### src/rtl/pll_seq_pkg.sv
// Shared constants for the PLL reset sequencer: FSM state encoding, reference-clock
// derived default timings and the small saturating counter helper.
package pll_seq_pkg;

    localparam logic [2:0] S_PLL_RST   = 3'd0;
    localparam logic [2:0] S_WAIT_LOCK = 3'd1;
    localparam logic [2:0] S_STABLE    = 3'd2;
    localparam logic [2:0] S_RELEASE   = 3'd3;
    localparam logic [2:0] S_RUN       = 3'd4;
    localparam logic [2:0] S_FAULT     = 3'd5;

    localparam int CYC_PER_US        = 25;
    localparam int DEF_LOCK_TIMEOUT  = 1000 * CYC_PER_US;
    localparam int DEF_STABLE_CYCLES = 100 * CYC_PER_US;

    localparam int CNT8_W = 8;

    function automatic logic [CNT8_W-1:0] sat_inc8(input logic [CNT8_W-1:0] v,
                                                   input logic [CNT8_W-1:0] lim);
        return (v < lim) ? v + 1'b1 : v;
    endfunction

endpackage

### src/rtl/pll_lock_sync.sv
// Generic 1-bit two-flop synchronizer with synchronous active-low reset to 0.
module pll_lock_sync (
    input  logic clock,
    input  logic rst_n,
    input  logic d,
    output logic q
);

    logic meta;

    always_ff @(posedge clock) begin
        if (!rst_n) begin
            meta <= 1'b0;
            q    <= 1'b0;
        end else begin
            meta <= d;
            q    <= meta;
        end
    end

endmodule

### src/rtl/pll_reset_sequencer.sv
// PLL power-up/lock sequencer with staged sys/panel reset release on the 25 MHz ref clock.
// Optional macro PLL_RETRY_LIMIT_EN: enter a sticky fault state after MAX_RETRIES lock timeouts.
module pll_reset_sequencer
    import pll_seq_pkg::*;
#(
    parameter int RST_CYCLES     = 16,
    parameter int LOCK_TIMEOUT   = DEF_LOCK_TIMEOUT,
    parameter int STABLE_CYCLES  = DEF_STABLE_CYCLES,
    parameter int STAGGER_CYCLES = 8,
    parameter int MAX_RETRIES    = 7,
    parameter int CNT_W          = 16
) (
    input  logic              clock,
    input  logic              rst_n,
    input  logic              pll_locked,
    output logic              pll_rst,
    output logic              sys_rst_n,
    output logic              panel_rst_n,
    output logic              ready,
    output logic              fault,
    output logic [CNT8_W-1:0] lock_loss_count,
    output logic [2:0]        state
);

    localparam logic [CNT_W-1:0] RST_LAST     = CNT_W'(RST_CYCLES - 1);
    localparam logic [CNT_W-1:0] TIMEOUT_LAST = CNT_W'(LOCK_TIMEOUT - 1);
    // The WAIT_LOCK cycle that first sees lock already counts as one stable cycle.
    localparam logic [CNT_W-1:0] STABLE_LAST  =
        CNT_W'((STABLE_CYCLES > 1) ? STABLE_CYCLES - 2 : 0);
    localparam logic [CNT_W-1:0] STAGGER_LAST = CNT_W'(STAGGER_CYCLES - 1);
    localparam logic [CNT8_W-1:0] RETRY_LIM   = CNT8_W'(MAX_RETRIES);
    localparam logic [CNT8_W-1:0] COUNT_MAX   = {CNT8_W{1'b1}};

    logic              lock_s;
    logic [CNT_W-1:0]  timer;
    logic [CNT8_W-1:0] retries;

    pll_lock_sync u_lock_sync (
        .clock (clock),
        .rst_n (rst_n),
        .d     (pll_locked),
        .q     (lock_s)
    );

    always_ff @(posedge clock) begin
        if (!rst_n) begin
            state           <= S_PLL_RST;
            timer           <= '0;
            retries         <= '0;
            pll_rst         <= 1'b1;
            sys_rst_n       <= 1'b0;
            panel_rst_n     <= 1'b0;
            ready           <= 1'b0;
            lock_loss_count <= '0;
        end else begin
            case (state)
                S_PLL_RST: begin
                    pll_rst     <= 1'b1;
                    sys_rst_n   <= 1'b0;
                    panel_rst_n <= 1'b0;
                    ready       <= 1'b0;
                    if (timer == RST_LAST) begin
                        state   <= S_WAIT_LOCK;
                        timer   <= '0;
                        pll_rst <= 1'b0;
                    end else begin
                        timer <= timer + 1'b1;
                    end
                end
                S_WAIT_LOCK: begin
                    if (lock_s) begin
                        state <= S_STABLE;
                        timer <= '0;
                    end else if (timer == TIMEOUT_LAST) begin
                        timer   <= '0;
                        pll_rst <= 1'b1;
                        retries <= sat_inc8(retries, RETRY_LIM);
`ifdef PLL_RETRY_LIMIT_EN
                        if (retries + 1'b1 == RETRY_LIM)
                            state <= S_FAULT;
                        else
                            state <= S_PLL_RST;
`else
                        state <= S_PLL_RST;
`endif
                    end else begin
                        timer <= timer + 1'b1;
                    end
                end
                S_STABLE: begin
                    if (!lock_s) begin
                        state <= S_WAIT_LOCK;
                        timer <= '0;
                    end else if (timer == STABLE_LAST) begin
                        state     <= S_RELEASE;
                        timer     <= '0;
                        sys_rst_n <= 1'b1;
                    end else begin
                        timer <= timer + 1'b1;
                    end
                end
                S_RELEASE, S_RUN: begin
                    // Lock loss takes priority over stagger completion.
                    if (!lock_s) begin
                        state       <= S_PLL_RST;
                        timer       <= '0;
                        pll_rst     <= 1'b1;
                        sys_rst_n   <= 1'b0;
                        panel_rst_n <= 1'b0;
                        ready       <= 1'b0;
                        if (state == S_RUN)
                            lock_loss_count <= sat_inc8(lock_loss_count, COUNT_MAX);
                    end else if (state == S_RELEASE) begin
                        if (timer == STAGGER_LAST) begin
                            state       <= S_RUN;
                            timer       <= '0;
                            panel_rst_n <= 1'b1;
                            ready       <= 1'b1;
                            retries     <= '0;
                        end else begin
                            timer <= timer + 1'b1;
                        end
                    end
                end
                S_FAULT: begin
                    pll_rst     <= 1'b1;
                    sys_rst_n   <= 1'b0;
                    panel_rst_n <= 1'b0;
                    ready       <= 1'b0;
`ifndef PLL_RETRY_LIMIT_EN
                    state <= S_PLL_RST;
                    timer <= '0;
`endif
                end
                default: begin
                    state       <= S_PLL_RST;
                    timer       <= '0;
                    pll_rst     <= 1'b1;
                    sys_rst_n   <= 1'b0;
                    panel_rst_n <= 1'b0;
                    ready       <= 1'b0;
                end
            endcase
        end
    end

`ifdef PLL_RETRY_LIMIT_EN
    always_ff @(posedge clock) begin
        if (!rst_n)
            fault <= 1'b0;
        else if (state == S_WAIT_LOCK && !lock_s && timer == TIMEOUT_LAST
                 && retries + 1'b1 == RETRY_LIM)
            fault <= 1'b1;
    end
`else
    assign fault = 1'b0;
`endif

endmodule

### config.mk
export PLATFORM = sky130hd
export DESIGN_NAME = pll_reset_sequencer
export DESIGN_NICKNAME = d
export VERILOG_FILES = /design/src/rtl/pll_seq_pkg.sv /design/src/rtl/pll_lock_sync.sv /design/src/rtl/pll_reset_sequencer.sv
export SDC_FILE = /design/constraint.sdc
export NUM_CORES = 1
export LEC_CHECK = 0
export CAP_MARGIN = 20
export CORE_MARGIN = 2
export CORE_UTILIZATION = 40
export CTS_CLUSTER_DIAMETER = 120
export CTS_CLUSTER_SIZE = 8
export DETAILED_ROUTE_END_ITERATION = 10
export PLACE_DENSITY = 0.65
export SYNTH_ARGS = -nofsm -noshare
export SYNTH_HDL_FRONTEND = slang
export SYNTH_SLANG_ARGS = --single-unit
### constraint.sdc
create_clock -name clock -period 2.9 [get_ports clock]
set_clock_uncertainty 0.05 [all_clocks]
set_input_delay 0.725 -clock clock [delete_from_list [all_inputs] [get_ports clock]]
set_output_delay 0.725 -clock clock [all_outputs]
set_load 0.05 [all_outputs]
# --- Word level (Yosys, flattened, before mapping) ---
# Cells that the tools add are included.
classes:
  addsub: 2
  n_lt_le_gt_ge: 1
  n_eq_ne: 18
  mux: 31
  n_bitwise: 4
  reduce_logical: 8
op_table:
  columns: ["op", "n"]
  rows:
  - ["16-bit two-way mux", 8]
  - ["16-bit one-hot mux with 4 select lines", 1]
  - ["3-bit two-way mux", 8]
  - ["16-bit by 1-bit adder with 16-bit output (second input constant)", 1]
  - ["16-bit by 12-bit == test with 1-bit output (second input constant)", 1]
  - ["16-bit by 15-bit == test with 1-bit output (second input constant)", 1]
  - ["16-bit by 3-bit == test with 1-bit output (second input constant)", 1]
  - ["16-bit by 4-bit == test with 1-bit output (second input constant)", 1]
  - ["3-bit one-hot mux with 4 select lines", 1]
  - ["4-bit AND reduction", 3]
  - ["1-bit two-way mux", 10]
  - ["2-bit != test (second input constant)", 5]
  - ["3-bit != test (second input constant)", 3]
  - ["8-bit by 1-bit adder with 8-bit output (second input constant)", 1]
  - ["8-bit < comparator (second input constant)", 1]
  - ["3-bit by 2-bit == test with 1-bit output (second input constant)", 2]
  - ["5-bit AND reduction", 1]
  - ["1-bit inverter", 4]
  - ["1-bit one-hot mux with 4 select lines", 1]
  - ["2-bit OR reduction", 2]
  - ["3-bit by 1-bit == test with 1-bit output (second input constant)", 1]
  - ["3-bit == test (second input constant)", 1]
  - ["3-bit zero test", 1]
  - ["3-bit by 2-bit != test with 1-bit output (second input constant)", 1]
  - ["4 further kinds", 4]
word_totals:
  regBits: 32
  out_inout_bits: 16
  wordCells: 72

# --- Depth between registers and ports, before layout ---
logic_depth:
  ltp_word: 5
  ltp_mapped: 9

# --- Modules after synthesis ---
# A second synthesis with hierarchy kept.
hier_totals:
  cells_unflattened: 207
  hier_area_um2: 1724.2
modules_own_cells:
  columns: ["module", "instances", "cells_per_inst", "area_each_um2", "seq_area_each_um2"]
  rows:
  - ["pll_reset_sequencer", 1, 203, 1671.6, 600.6]
  - ["pll_lock_sync", 1, 4, 52.6, 40.0]

# --- Worst setup path before layout ---
# No wires, ideal clock.
synth_timing:
  path_type: "reg-to-reg"
  startpoint: "register state[2]"
  endpoint: "register lock_loss_count[4]"
  arrival_time_ns: 1.983
  path_slack_ns: 0.752
  stages_incl_launch_ff: 6
  n_path_buf: 0
  synth_period_minus_slack_ns: 2.148
  path_cell_list: "dfxtp_1 > or4b_4 > a41oi_4 > nand4_1 > xnor2_1 > and2_1"
synth_via:
  elab_chain_cells: 3
synth_rtl:
  columns: ["element", "line_no", "source"]
  rows:
  - ["start: declaration", "pll_reset_sequencer.sv:22", "output logic [2:0] state"]
  - ["start signal: assignment", "pll_reset_sequencer.sv:47", "state <= S_PLL_RST;"]
  - ["start signal: assignment", "pll_reset_sequencer.sv:63", "state <= S_WAIT_LOCK;"]
  - ["start signal: assignment", "pll_reset_sequencer.sv:72", "state <= S_STABLE;"]
  - ["3-bit == test / 3-bit by 2-bit == test with 1-bit output (equally long branches)", "pll_reset_sequencer.sv:56, pll_reset_sequencer.sv:111", null]
  - ["2-bit OR reduction", "pll_reset_sequencer.sv:56", "case (state)"]
  - ["4-bit AND reduction (no line) *", null, null]
  - ["end signal: assignment", "pll_reset_sequencer.sv:112", "lock_loss_count <= sat_inc8(lock_loss_count, COUNT_MAX);"]
  - ["end: declaration", "pll_reset_sequencer.sv:21", "output logic [CNT8_W-1:0] lock_loss_count,"]
# Every way passes the cells marked *; elsewhere a longest branch is shown, timed or not.
# A chain may end at the register's enable or synchronous reset.

# --- Worst setup path in the final report ---
layout_timing:
  startpoint: "register timer[0]"
  endpoint: "register state[0]"
layout_via:
  elab_chain_cells: 3
layout_rtl:
  columns: ["element", "line_no", "source"]
  rows:
  - ["start: declaration", "pll_reset_sequencer.sv:35", "logic [CNT_W-1:0] timer;"]
  - ["start signal: assignment", "pll_reset_sequencer.sv:67", "timer <= timer + 1'b1;"]
  - ["start signal: assignment", "pll_reset_sequencer.sv:87", "timer <= timer + 1'b1;"]
  - ["start signal: assignment", "pll_reset_sequencer.sv:99", "timer <= timer + 1'b1;"]
  - ["16-bit by 12-bit == test with 1-bit output, or another cell as far along", "pll_reset_sequencer.sv:94", "end else if (timer == STABLE_LAST) begin"]
  - ["3-bit != test (no line), or another cell as far along", null, null]
  - ["5-bit AND reduction (no line) *", null, null]
  - ["end signal: assignment", "pll_reset_sequencer.sv:92", "state <= S_WAIT_LOCK;"]
  - ["end signal: assignment", "pll_reset_sequencer.sv:95", "state <= S_RELEASE;"]
  - ["end signal: assignment", "pll_reset_sequencer.sv:105", "state <= S_PLL_RST;"]
# Marks and branches as above.

==> impl_metrics.env <==
export IMPL_startpoint_type="flop"
export IMPL_combPwrFrac_pct=3.8
export IMPL_dp_cells=253
export IMPL_place_congestion=0.8401
export IMPL_drc=0
export IMPL_clkPwrFrac_pct=39.4
export IMPL_p_switching_w=0.0001772
export IMPL_met3WireLength_um=147
export IMPL_hold_violations=0
export IMPL_place_ws_ps=458.3
export IMPL_synth_edf_count=0
export IMPL_dr_wl_met2_um=1453
export IMPL_syn_area_um2=1700
export IMPL_start_util_pct=41.91
export IMPL_die_h_um=69.20
export IMPL_synthArstFlopShare_pct=0
export IMPL_vias_per_cell=5.304
export IMPL_dr_max_layer_used="met4"
export IMPL_core_area_um2=4058
export IMPL_hp_class="flop to flop"
export IMPL_fin_ws_ps=414.8
export IMPL_dr_first_iter_drc_count=170
export IMPL_hold_buffers=0
export IMPL_max_freq_mhz=402.4
export IMPL_grt_max_degree=20
export IMPL_path_clk_slew_ps=60
export IMPL_utilization_pct=48.38
export IMPL_drt_wl_total_um=3334
export IMPL_max_slew_margin_pct=52.70
export IMPL_yosysSeqAreaShare_pct=37.67
export IMPL_hpwlAfterDp_um=2350
export IMPL_syn_area_per_cell_um2=8.675
export IMPL_syn_nets=202
export IMPL_tightest_slew_ps=709.5
export IMPL_dr_pass1_iters=4
export IMPL_cts_max_level=2
export IMPL_synth_cell_type_count=40
export IMPL_cts_setup_buffers=0
export IMPL_grt_pass1_vias=1284
export IMPL_die_w_um=69.20
export IMPL_avgRoutedWirePerCell_um=12.82
export IMPL_via_count=1379
export IMPL_layout_common_cells="dfxtp_1, nor3_1, clkdlybuf4s50_1, nand2_1, xnor2_1"
export IMPL_cts_tree="done"
export IMPL_n_fill_cell=400
export IMPL_tns_ps=0
export IMPL_setup_viol=0
export IMPL_yosysWarnings=0
export IMPL_fin_cells=260
export IMPL_synth_cells=196
export IMPL_final_nets=216
export IMPL_crit_type="flop to flop"
export IMPL_layout_commonest_cell="dfxtp_1"
export IMPL_sw_frac_of_total_pct=22.24
export IMPL_ioPinCount=19
export IMPL_pwr_share_seq_pct=56.8
export IMPL_clock_sinks=32
export IMPL_power_density_nw_per_um2=406.0
export IMPL_rows=23
export IMPL_required_ps=3050
export IMPL_period_share_pct=85.70
export IMPL_p_int_w=0.0006198
export IMPL_crit_path_end_kind="flop"
export IMPL_grt_first_pass_wirelength_um=5871
export IMPL_area_growth_pct=15.45
export IMPL_clockBufferDepth=2
export IMPL_cts_resized=0
export IMPL_final_max_slew_viol_count=0
export IMPL_port_buffers=17
export IMPL_diodes=0
export IMPL_worstPathMaxFanout=19
export IMPL_dieArea_um2=4789
export IMPL_cts_root_buf="clkbuf_8"
export IMPL_rsz0062_at_grt="false"
export IMPL_arrival_ps=2640
export IMPL_outcome="completed"
export IMPL_drv_cap=0
export IMPL_drive_gt1_share_pct=7.143
export IMPL_p_leak_nw=0.6992
export IMPL_cts_buffers=5
export IMPL_synth_seq_cells=32
export IMPL_gr_total_overflow=0
export IMPL_clkLatencyLatePin_ps=280
export IMPL_vdd_drop_max_uv=236.4
export IMPL_antenna_found_initial=0
export IMPL_min_period_ps=2485
export IMPL_ant_nets=0
export IMPL_grt_usage_pct=15.00
export IMPL_ys_flop_type="dfxtp_1"
export IMPL_drt_met1_wl_um=1704
worst paths after layout:
kind | endpoint | cells after the start | slack (ps) | start
max | state[0] | 6 | 410 | timer[0]
min | u_lock_sync.q | 1 | 400 | u_lock_sync.meta
max reg2reg | state[0] | 6 | 410 | timer[0]
min reg2reg | u_lock_sync.q | 1 | 400 | u_lock_sync.meta
cells in the mapped netlist (4+ instances only):
library cell	number	share of area, %
nor2_1	10	2.2
nand3_1	5	1.5
nand2_1	15	3.3
buf_2	4	1.2
clkbuf_1	5	1.1
and4_1	4	2.1
nand4_1	12	4.4
o21ai_0	7	2.1
inv_1	4	0.88
xor2_1	9	4.6
xnor2_1	13	6.7
and2_1	11	4.0
a21oi_1	5	1.5
dfxtp_1	32	38
and3_1	6	2.2
nor3_1	19	5.6
through the flow:
stage / power [W] / area [um2] / hold WS (ps)
detailed placement: 0.0004927 / 1886 / 389.7
global placement: 0.0004926 / 1886 / 369.0
global route: 0.0008326 / 1963 / 417.2
CTS: 0.0008091 / 1963 / 405.1
finish: 0.0007970 / 1963 / 400.2
floorplan: 0.0004848 / 1700 / 361.9
routing by layer:
metal	track usage, %	vias up
met5	0	-
met4	6.536	0
met3	4.506	2
met2	21.58	30
met1	20.71	631
li1	-	716
power groups by stage:
| stage | Clock (W) | Combinational (W) | Sequential, W |
|---|---|---|---|
| detailed placement | 0 | 0.0000304 | 0.000462 |
| global placement | 0 | 0.0000305 | 0.000462 |
| CTS | 0.000326 | 0.0000305 | 0.000452 |
| floorplan | 0 | 0.0000255 | 0.000459 |
| finish | 0.000314 | 0.0000301 | 0.000453 |
| global route | 0.000345 | 0.0000337 | 0.000454 |
final cells by class:
cell class                 count  area, um2  share of cell area (%)
multi-input combinational    146      967.2                   49.27
sequential                    32      640.6                   32.63
timing repair buffer          21      200.2                   10.20
clock buffer                   6      72.57                   3.697
tap                           50      62.56                   3.187
inverter                       4      15.01                  0.7648
clock inverter                 1      5.005                  0.2549
state kept, by name, summed over array words and instances, names as in the netlist:
name and cells:
lock_loss_count 8, pll_rst 1, ready 1, state 3, sys_rst_n 1, timer 16
u_lock_sync.meta 1, u_lock_sync.q 1
worst max-delay path, stage by stage (launching register included):
cell     delay, ps
dfxtp_1        430
ha_1           230
nor3b_1        280
nand4_1        160
o41ai_1        310
and4_1         700
mux2i_1        260
logic make-up (layout without fill, tap and decap cells):
logic type / Yosys count / after routing / synth area share, %
and+or+nand+nor: 98 / 98 / 33.48
xor gates and xnor gates: 22 / 22 / 11.33
muxes: 2 / 2 / 1.177
adders and majority gates: 3 / 3 / 2.208
buffers and inverters: 18 / 32 / 5.445
AOI/OAI and AO/OA: 20 / 20 / 8.462
DFF: 32 / 32 / 37.67
other: 1 / 1 / 0.2205
(Power assumes the default switching activity.)
